===== src/rtl/instr_sequencer_if.sv =====
// Instruction-memory fetch bus between the sequencer and instruction memory.
//   imem_addr  : word-aligned fetch address (current PC)
//   imem_req   : fetch request, asserted only while fetching
//   imem_data  : returned instruction word
//   imem_valid : imem_data is valid this cycle
// Modports: master = sequencer side, slave = memory side.
interface instr_sequencer_if;
  logic [31:0] imem_addr;
  logic        imem_req;
  logic [31:0] imem_data;
  logic        imem_valid;

  modport master (output imem_addr, output imem_req,
                  input  imem_data, input  imem_valid);
  modport slave  (input  imem_addr, input  imem_req,
                  output imem_data, output imem_valid);
endinterface


===== src/rtl/instr_sequencer.sv =====
// Multi-cycle front end and phase sequencer feeding the control-signal
// generator. Holds the PC, fetches through the imem bus, latches the
// instruction register, slices out its fields and drives the 4-bit estado
// phase code. The PC is updated at COMMIT from branch/alu_zero feedback.
//
// Ports:
//   clk, rst_n          clock (rising edge), synchronous active-low reset
//   imem                fetch bus (master side)
//   branch, alu_zero    branch decision inputs, sampled only in COMMIT
//   imm                 sign-extended branch offset
//   instr               latched instruction register
//   tipo/funct3/funct7/rd/rs1/rs2  combinational field slices of instr
//   estado              phase code (registered state)
//   fault               sticky illegal-opcode / fetch-timeout flag
//   cycle_cnt, instret_cnt  performance counters (only with SEQ_PERF_CNT_EN)
//
// Optional feature macro: SEQ_PERF_CNT_EN.
module instr_sequencer #(
  parameter logic [31:0] RESET_PC     = 32'h0000_0000,
  parameter int          MEM_WAIT     = 1,
  parameter int          IMEM_TIMEOUT = 255
) (
  input  logic               clk,
  input  logic               rst_n,
  instr_sequencer_if.master  imem,
  input  logic               branch,
  input  logic               alu_zero,
  input  logic [31:0]        imm,
  output logic [31:0]        instr,
  output logic [2:0]         tipo,
  output logic [2:0]         funct3,
  output logic [6:0]         funct7,
  output logic [4:0]         rd,
  output logic [4:0]         rs1,
  output logic [4:0]         rs2,
  output logic [3:0]         estado,
  output logic               fault
`ifdef SEQ_PERF_CNT_EN
  ,
  output logic [31:0]        cycle_cnt,
  output logic [31:0]        instret_cnt
`endif
);

  typedef enum logic [3:0] {
    FETCH  = 4'b0000,
    DECODE = 4'b0001,
    EXEC   = 4'b0010,
    ALU    = 4'b0011,
    MEM    = 4'b0100,
    COMMIT = 4'b0101,
    HALT   = 4'b1110,
    WB     = 4'b1111
  } state_t;

  state_t      state;
  logic [31:0] pc;
  logic [31:0] pc_next;
  logic [3:0]  wait_cnt;
  logic [31:0] tmo_cnt;

  assign tipo   = instr[6:4];
  assign funct3 = instr[14:12];
  assign funct7 = instr[31:25];
  assign rd     = instr[11:7];
  assign rs1    = instr[19:15];
  assign rs2    = instr[24:20];

  assign estado         = state;
  assign imem.imem_addr = pc;
  assign imem.imem_req  = (state == FETCH);

  // Taken branch only when the control block says branch and the ALU compare
  // came out zero; low bits are cleared when the PC is written.
  assign pc_next = (branch && alu_zero) ? pc + imm : pc + 32'd4;

  always_ff @(posedge clk) begin
    if (!rst_n) begin
      state    <= FETCH;
      pc       <= RESET_PC;
      instr    <= 32'h0000_0013;
      fault    <= 1'b0;
      wait_cnt <= '0;
      tmo_cnt  <= '0;
    end else begin
      case (state)
        FETCH: begin
          if (imem.imem_valid) begin
            instr   <= imem.imem_data;
            tmo_cnt <= '0;
            state   <= DECODE;
          end else if (tmo_cnt == 32'(IMEM_TIMEOUT - 1)) begin
            // This is the IMEM_TIMEOUT-th consecutive cycle without data.
            fault <= 1'b1;
            state <= HALT;
          end else begin
            tmo_cnt <= tmo_cnt + 32'd1;
          end
        end
        DECODE: begin
          case (instr[6:4])
            3'b000, 3'b001, 3'b011, 3'b110: state <= EXEC;
            default: begin
              fault <= 1'b1;
              state <= HALT;
            end
          endcase
        end
        EXEC: state <= ALU;
        ALU: begin
          if (instr[6:4] == 3'b000) begin
            wait_cnt <= 4'(MEM_WAIT - 1);
            state    <= MEM;
          end else begin
            state <= WB;
          end
        end
        MEM: begin
          if (wait_cnt != 4'd0) wait_cnt <= wait_cnt - 4'd1;
          else                  state    <= WB;
        end
        WB: state <= COMMIT;
        COMMIT: begin
          pc    <= pc_next & ~32'h3;
          state <= FETCH;
        end
        HALT:    state <= HALT;
        default: state <= HALT;
      endcase
    end
  end

`ifdef SEQ_PERF_CNT_EN
  always_ff @(posedge clk) begin
    if (!rst_n) begin
      cycle_cnt   <= '0;
      instret_cnt <= '0;
    end else begin
      if (state != HALT)   cycle_cnt   <= cycle_cnt + 32'd1;
      if (state == COMMIT) instret_cnt <= instret_cnt + 32'd1;
    end
  end
`endif

endmodule


===== src/flat_wrapper.sv =====
// flat-port wrapper written by rule: the top's interface ports become plain ports
module instr_sequencer_flat 
#(
  parameter logic [31:0] RESET_PC     = 32'h0000_0000,
  parameter int          MEM_WAIT     = 1,
  parameter int          IMEM_TIMEOUT = 255
)
  (clk, rst_n, branch, alu_zero, imm, instr, tipo, funct3, funct7, rd, rs1, rs2, estado, fault, imem_imem_addr, imem_imem_req, imem_imem_data, imem_imem_valid);
  instr_sequencer_if imem_i ();
  input  logic clk;
  input  logic rst_n;
  input  logic branch;
  input  logic alu_zero;
  input  logic [31:0] imm;
  output logic [31:0] instr;
  output logic [2:0] tipo;
  output logic [2:0] funct3;
  output logic [6:0] funct7;
  output logic [4:0] rd;
  output logic [4:0] rs1;
  output logic [4:0] rs2;
  output logic [3:0] estado;
  output logic fault;
  output wire logic [$bits(imem_i.imem_addr)-1:0] imem_imem_addr;
  output wire logic [$bits(imem_i.imem_req)-1:0] imem_imem_req;
  input wire logic [$bits(imem_i.imem_data)-1:0] imem_imem_data;
  input wire logic [$bits(imem_i.imem_valid)-1:0] imem_imem_valid;
  assign imem_imem_addr = imem_i.imem_addr;
  assign imem_imem_req = imem_i.imem_req;
  assign imem_i.imem_data = imem_imem_data;
  assign imem_i.imem_valid = imem_imem_valid;
  instr_sequencer #(.RESET_PC(RESET_PC), .MEM_WAIT(MEM_WAIT), .IMEM_TIMEOUT(IMEM_TIMEOUT)) u_core (.clk(clk), .rst_n(rst_n), .imem(imem_i), .branch(branch), .alu_zero(alu_zero), .imm(imm), .instr(instr), .tipo(tipo), .funct3(funct3), .funct7(funct7), .rd(rd), .rs1(rs1), .rs2(rs2), .estado(estado), .fault(fault));
endmodule

===== config.mk =====
export PLATFORM = sky130hd
export DESIGN_NAME = instr_sequencer_flat
export DESIGN_NICKNAME = d
export VERILOG_FILES = /design/src/rtl/instr_sequencer_if.sv /design/src/rtl/instr_sequencer.sv /design/src/flat_wrapper.sv
export SDC_FILE = /design/constraint.sdc
export NUM_CORES = 1
export LEC_CHECK = 0
export ABC_AREA = 1
export CAP_MARGIN = 20
export CORE_UTILIZATION = 55
export CTS_CLUSTER_SIZE = 16
export DETAILED_ROUTE_END_ITERATION = 7
export GPL_TIMING_DRIVEN = 0
export PLACE_DENSITY = 0.89
export SYNTH_ARGS = -nofsm -noshare
export SYNTH_HDL_FRONTEND = slang
export SYNTH_SLANG_ARGS = --single-unit

===== constraint.sdc =====
create_clock -name clk -period 5.4 [get_ports clk]
set_clock_uncertainty 0.05 [all_clocks]
set_input_delay 1.08 -clock clk [delete_from_list [all_inputs] [get_ports clk]]
set_output_delay 1.08 -clock clk [all_outputs]
set_load 0.1 [all_outputs]

# [After elaboration in Yosys (flattened, before gate mapping)]
# Index checks and enable logic that the tools add are counted.
[totals] ff_bits=103 out_inout_bits=98
[classes] addsub=4 eq_ne=18 n_reduce_logical=12 n_mux=16
[op_table] cell="$mux 32" count=3
[op_table] cell="$add 32x1->32 const B" count=1
[op_table] cell="$add 32x3->32 const B" count=1
[op_table] cell="$add 32x32->32" count=1
[op_table] cell="$eq 32x8->1 const B" count=1
[op_table] cell="$mux 4" count=7
[op_table] cell="$pmux 4 s7" count=1
[op_table] cell="$eq 4x2->1 const B" count=2
[op_table] cell="$eq 4x3->1 const B" count=2
[op_table] cell="$ne 2x2->1 const B" count=4
[op_table] cell="$pmux 4 s2" count=1
[op_table] cell="$ne 2x1->1 const B" count=3
[op_table] cell="$reduce_and 2->1" count=3
[op_table] cell="$eq 4x1->1 const B" count=1
[op_table] cell="$eq 4x4->1 const B" count=1
[op_table] cell="$logic_not 4->1" count=1
[op_table] cell="$reduce_and 4->1" count=1
[op_table] cell="$reduce_bool 2->1" count=2
[op_table] cell="$reduce_bool 4->1" count=1
[op_table] cell="$reduce_or 4->1" count=1
[op_table] cell="$sub 4x1->4 const B" count=1
[op_table] cell="$eq 3x1->1 const B" count=1
[op_table] cell="$eq 3x2->1 const B" count=1
[op_table] cell="$eq 3x3->1 const B" count=1
[op_table] cell="6 further kinds" count=8

# [Longest topological paths before layout]
# Gate-level depths: netlist (run 1).
[logic_depth] word_depth=4 mapped_depth=17

# [Worst setup path after synthesis (run 1)]
# Ideal clock, no wire load.
[synth_timing] kind="input-to-reg" startpoint="input port branch" endpoint="register u_core.pc[18], in the netlist u_core.imem.imem_addr[18]" n_path_buf=1 t_arrival_ps=2953 setup_time_ps=109 path_slack_ps=2288 t_required_ps=5241 stages=17 path_cell_list="nand2_1 -> clkbuf_1 -> or2_2 -> ha_1 -> inv_1 -> fa_1 -> inv_1 -> nand3_1 -> nand3_1 -> nand2_1 -> nand2_1 -> nand2_1 -> nand2_1 -> xnor2_1 -> nand2_1 -> nand2_1 -> inv_1"
[synth_via] elab_chain_len=2
[synth_lines] item="start, declared" line="flat_wrapper.sv:12" source="input logic branch;"
[synth_lines] item="$logic_and 1x1->1" line="instr_sequencer.sv:75" source="assign pc_next = (branch && alu_zero) ? pc + imm : pc + 32'd4;"
[synth_lines] item="$mux 32" line="instr_sequencer.sv:75"
[synth_lines] item="end signal, assigned" line="instr_sequencer.sv:124" source="pc <= pc_next & ~32'h3;"
[synth_lines] item="end, declared" line="instr_sequencer.sv:57" source="logic [31:0] pc;"
# No other way between the ends.
# A chain may end at the register's enable or synchronous reset.

# [Worst setup path in the final report (run 1)]
[layout_timing] startpoint="input port alu_zero" endpoint="register u_core.pc[31], in the netlist u_core.imem.imem_addr[31]"
[layout_via] elab_chain_len=2
[layout_lines] item="start, declared" line="flat_wrapper.sv:13" source="input logic alu_zero;"
[layout_lines] item="$logic_and 1x1->1" line="instr_sequencer.sv:75"
[layout_lines] item="$mux 32" line="instr_sequencer.sv:75"
# No other way between the ends.

==> results of run 1 <==
## worst max-delay path, cell delays in order
cell and delay [ps]:
clkdlybuf4s50_1 410, nand2_1 90, clkbuf_1 460, buf_1 510, nor2_1 120, ha_1 400, nand2_1 130, nor2_1 240
and2_1 160, nand2_1 50, nand2_1 210, nand2_1 110, nand3_1 80, nand3_1 80, nand2_1 80, inv_1 40
## placed cells by master (no fill, tap or decap), types with 2 or more instances in the layout
master / count
nand3_1: 83
nand4_1: 9
dfxtp_1: 103
a21oi_1: 61
clkdlybuf4s50_1: 162
inv_2: 5
xor2_1: 18
nor2_2: 6
o21ai_0: 62
a21oi_2: 2
inv_8: 3
nand2_1: 342
nand2_2: 3
or2_2: 2
nor3_1: 18
buf_6: 3
clkbuf_1: 13
ha_1: 33
nor2_1: 250
buf_1: 5
buf_4: 31
a211oi_1: 3
conb_1: 2
inv_1: 192
clkbuf_16: 9
nor2_4: 2
buf_2: 7
xnor2_1: 5
o21bai_1: 3
## final timing paths
check / end / depth (start not counted) / slack, ps / from
setup / recovery: u_core.imem.imem_addr[31] / 16 / 1360 / alu_zero
hold / removal: u_core.instr[0] / 2 / 410 / u_core.instr[0]
setup reg to reg: u_core.imem.imem_addr[30] / 13 / 2970 / u_core.imem.imem_addr[2]
hold reg to reg: u_core.instr[0] / 2 / 410 / u_core.instr[0]
## stage by stage
step | hold WS, ps | setup WS, ps | cell area (um2) | utilization [%] | std cells
after global placement | 386 | 1050 | 9310 | 70.3 | 1615
after global routing | 437 | 1120 | 9630 | 72.7 | 1631
after floorplan | 397 | 2290 | 7470 | - | 1277
after detailed placement | 395 | 1040 | 9310 | 70.3 | 1615
after CTS | 413 | 1420 | 9630 | 72.7 | 1631
final | 411 | 1360 | 9630 | 72.7 | 1631
## sequential cells by signal, summed over array words and instances (netlist names)
register	flops
u_core.instr	32
u_core.fault	1
u_core.estado	4
u_core.wait_cnt	4
u_core.imem.imem_addr	30
u_core.tmo_cnt	32
## cell families (layout without fill, tap and decap cells)
kind of cell / after synthesis / count (layout)
and+or+nand+nor: 721 / 721
buffers and inverters: 258 / 436
AOI/OAI and AO/OA: 136 / 136
DFF: 103 / 103
adders and majority gates: 34 / 34
xor gates and xnor gates: 23 / 23
other: 1 / 2
## routing by layer
| metal | vias to the layer above | global-route usage (%) | part of all wire (%) |
|---|---|---|---|
| li1 | 4252 | - | - |
| met1 | 3717 | 43.8 | 45 |
| met2 | 365 | 52.6 | 44 |
| met3 | 42 | 5.84 | 8.5 |
| met4 | 0 | 12.5 | 2.5 |
| met5 | - | 0 | 0 |
## report_power, final
part / switching [mW] / internal (mW) / leakage, nW / total, mW
clock network: 0.333 / 0.385 / 0.159 / 0.719
registers: 0.130 / 0.894 / 0.837 / 1.02
logic: 2.07 / 0.662 / 3.69 / 2.74
total: 2.54 / 1.94 / 4.69 / 4.48
## final cells by class
type	count	area, um2
fillers	1169	3610
clock buffers	10	239
clock inverters	6	81.3
inverters	198	743
well taps	176	220
multi-input cells	916	4290
flip-flops and latches	103	2060
repair buffers	162	1620
plain buffers	60	374
==> out/metrics.cfg, run 1 <==
[clocking]
cts_tree=done
cts_buffer_depth=2
cts_buffers=9
post_cts_buffers=0
cts_root_buf=clkbuf_16
postCtsHoldBufs=0
h-tree-depth=3
clkLatencyLatePin_ps=360
clk_pin_slew_ps=80
cts_resized=0
clock_sinks=103

[timing]
fmax_mhz=248
period_minus_slack_ps=4040
tns_ps=0
maxSlewViolCount=0
rsz0062_at_grt=false
max-slew-margin-rel_pct=31.0
worst_pin_slew_ps=1030
fin_crit_sh_pct=74.8
setup_viol=0
finalHoldViolCount=0

[worst_hold_path]
holdCritPathClass=reg2reg

[drt]
wl_per_cell_um=13.9
drc=0
first_pass_iters=5
vias=8376
ant_nets=0
viasPerCell=5.14
drtIter0Drc=810
wirelength_um=22700

[global_routing]
grt.total_usage_pct=32.8
antenna_found_initial=0
grt-ovfl-total=0
grt_max_degree=20
grt_pass1_wl_um=36800
grt_pass1_vias=7661

[run]
drv_cap=0

[critical_path]
crit_path_max_fanout=10
crit_arrival_ps=4250
worstSetupEndpointType=flip-flop
critPathKind=in2reg
cp-start-kind=input port
required_ps=5620

[power]
p_leak_nw=4.69
p_per_area_nw_per_um2=465
total_power_mw=4.48
peakVddDrop_mv=0.593

[synthesis]
synthCells=1276
synthDistinctLibCells=40
synth_edf_count=0
synth_top_area_share_pct=27.6
synth_area_leader_cell=dfxtp_1
avgSynthCellArea_um2=5.85
synthAdderAreaFrac_pct=5.80
synth_seq_cells=103
muxShareOfSynthArea_pct=0
synth_compound_area_share_pct=9.53
ys_async_sr_fraction_pct=0
synthXorXnorAreaFrac_pct=2.70
synth_area_um2=7470
synth_top_family_by_area=simple AND/OR/NAND/NOR gates
yosys_warnings=0
yosys_most_used_dff=dfxtp_1
synth-simple-area-share_pct=39.3
synth_area_leaders=dfxtp_1 (28%), nand2_1 (17%), nor2_1 (13%)
synth_most_common_cell=nand2_1
yosysSeqAreaShare_pct=27.6
yosys-top-cells-count=nand2_1 (342), nor2_1 (250), inv_1 (192)

[floorplan]
rows=42
die_area_um2=14000
fp.dieH_um=119
coreArea_um2=13200
num_io_pins=167
start_util_pct=56.4
fp.dieW_um=119

[placement]
dp_hpwl_um=17500
gp_congestion=1.02
io_buffer_count=162

[status]
status=completed

[cells_and_area]
antenna_cells=0
drive_above_1_share_pct=5.57
nets=1553
syn2layout_area_growth_pct=29.0

(Power assumes the default switching activity.)
==> run 2: changes to the inputs <==
--- a/config.mk
+++ b/config.mk
@@ -7,11 +7,11 @@
 export LEC_CHECK = 0
 export ABC_AREA = 1
 export CAP_MARGIN = 20
-export CORE_UTILIZATION = 55
+export CORE_UTILIZATION = 52
 export CTS_CLUSTER_SIZE = 16
 export DETAILED_ROUTE_END_ITERATION = 7
 export GPL_TIMING_DRIVEN = 0
-export PLACE_DENSITY = 0.89
+export PLACE_DENSITY = 0.85
 export SYNTH_ARGS = -nofsm -noshare
 export SYNTH_HDL_FRONTEND = slang
 export SYNTH_SLANG_ARGS = --single-unit
==> constraint.sdc (replaced) <==
create_clock -name clk -period 3.9 [get_ports clk]
set_clock_uncertainty 0.05 [all_clocks]
set_input_delay 0.78 -clock clk [delete_from_list [all_inputs] [get_ports clk]]
set_output_delay 0.78 -clock clk [all_outputs]
set_load 0.1 [all_outputs]
==> out/metrics.cfg, run 2 (same netlist as run 1, synthesis figures left out) <==
[worst_hold_path]
min-delay-start=u_core.instr[0]
holdCritPathClass=reg2reg
hold_depth=2

[global_routing]
grt_pass1_vias=7558
grt-ovfl-total=0
antenna_found_initial=0
grt_max_degree=22
grt_pass1_wl_um=35700
grt.total_usage_pct=30.7

[critical_path]
crit_arrival_ps=3870
path_cells=clkdlybuf4s50_1 -> nand2_1 -> clkbuf_1 -> or2_2 -> ha_1 -> inv_1 -> fa_1 -> inv_1 -> nand3_1 -> nand3_1 -> nand3_1 -> nand3_1 -> nand2_1 -> nand3_1 -> nand2_1 -> nor2_1 -> nor2_1
crit_top_cell=nand3_1
r2r_start=u_core.imem.imem_addr[2]
r2r_cells=13
critPathKind=in2reg
critPathMaxStageDelay_ps=460
required_ps=4120
cpLargestDelayFamily=simple AND/OR/NAND/NOR gates
crit_path_max_fanout=10
cp-start-kind=input port
worstSetupEndpointType=flip-flop
critPathSlowestCell=clkbuf_1
crit_start=alu_zero
path_depth=17
crit_buf_inv=4

[timing]
worst_pin_slew_ps=1020
max-slew-margin-rel_pct=32.0
fin_crit_sh_pct=93.6
period_minus_slack_ps=3650
finalHoldViolCount=0
fmax_mhz=274
rsz0062_at_grt=false
maxSlewViolCount=0
setup_viol=0
whs_ps=420

[cells_and_area]
syn2layout_area_growth_pct=28.9
layout_commonest_cell=nand2_1
nFillCells=1289
antenna_cells=0
layout_common_cells=nand2_1 (342), nor2_1 (250), inv_1 (192)
final_area_um2=9630
drive_above_1_share_pct=5.64
nets=1553
instances_no_fill=1635

[drt]
wl_per_cell_um=13.6
drc=0
wirelength_um=22300
viasPerCell=5.06
vias=8272
first_pass_iters=5
drtIter0Drc=581
ant_nets=0

[power]
intPower_mw=2.62
total_power_mw=6.15
clkPwrFrac_pct=15.5
peakVddDrop_mv=0.736
seqPwrFrac_pct=23.0
p_leak_nw=4.68
swShare_pct=57.5
p_per_area_nw_per_um2=639
p_switching_mw=3.54
pwr-share-comb_pct=61.5

[clocking]
cts_buffers=9
clock_sinks=103
post_cts_buffers=0
cts_buffer_depth=2
clk_pin_slew_ps=80
cts_tree=done
cts_root_buf=clkbuf_16
h-tree-depth=3
clkLatencyLatePin_ps=370

[placement]
gp_congestion=0.984
io_buffer_count=162
placedCellCount=1619
place_area_um2=9320
dp_hpwl_um=17500

[floorplan]
fp.dieW_um=122
die_area_um2=14800
fp.dieH_um=122
start_util_pct=53.6
coreArea_um2=13900
num_io_pins=167
rows=43

[run]
drv_cap=0

[status]
status=completed

[run 2: power groups by stage]
stage               registers [mW]  logic [mW]  clock network (mW)
detailed placement            1.43        3.78                   0
global route                  1.44        3.95                1.00
finish                        1.42        3.78               0.952
floorplan                     2.63        1.69                   0
global placement              1.43        3.74                   0
CTS                           1.42        3.79               0.967
[run 2: repair_timing]
item                                    CTS  global route
endpoints found under the setup margin    0             5
hold buffers                              0             0
gates resized for setup                   0             1
[run 2: area by class of cell]
cell class              instances  area [um2]  area share (%)
well taps                     180         225            2.34
flip-flops and latches        103        2060            21.4
multi-input cells             916        4290            44.6
inverters                     198         743            7.72
clock buffers                   9         225            2.34
plain buffers                  60         375            3.90
clock inverters                 7        83.8           0.871
repair buffers                162        1620            16.8
[run 2: path summary, 6_finish.rpt]
check	endpoint	slack (ps)
worst min register to register	u_core.instr[0]	420
worst max register to register	u_core.imem.imem_addr[30]	1430
worst min-delay path	u_core.instr[0]	420
worst max-delay path	u_core.imem.imem_addr[30]	250
[run 2: worst reg2reg max path, cell delays in order (launching register included)]
cell and delay (ps):
dfxtp_1 420, ha_1 260, inv_1 70, fa_1 410, inv_1 120, nand3_1 100
nand3_1 180, nand3_1 100, nand3_1 230, nand2_1 150, nand3_1 110, nand2_1 50
nor2_1 90, nor2_1 40
[run 2: layer usage]
layer	GRT usage [%]	vias up	share of wire [%]
li1	-	4249	-
met2	48.6	282	44
met1	41.3	3707	46
met3	7.54	34	8.7
met4	8.26	0	1.9
met5	0	-	0
[run 2: metrics by stage]
step	TNS [ps]	setup slack (ps)	util (%)
floorplan	0	1090	-
global placement	-1510	-238	66.9
detailed placement	-2320	-268	66.9
CTS	0	99.8	69.1
global route	0	59.3	69.1
finish	0	249	69.1
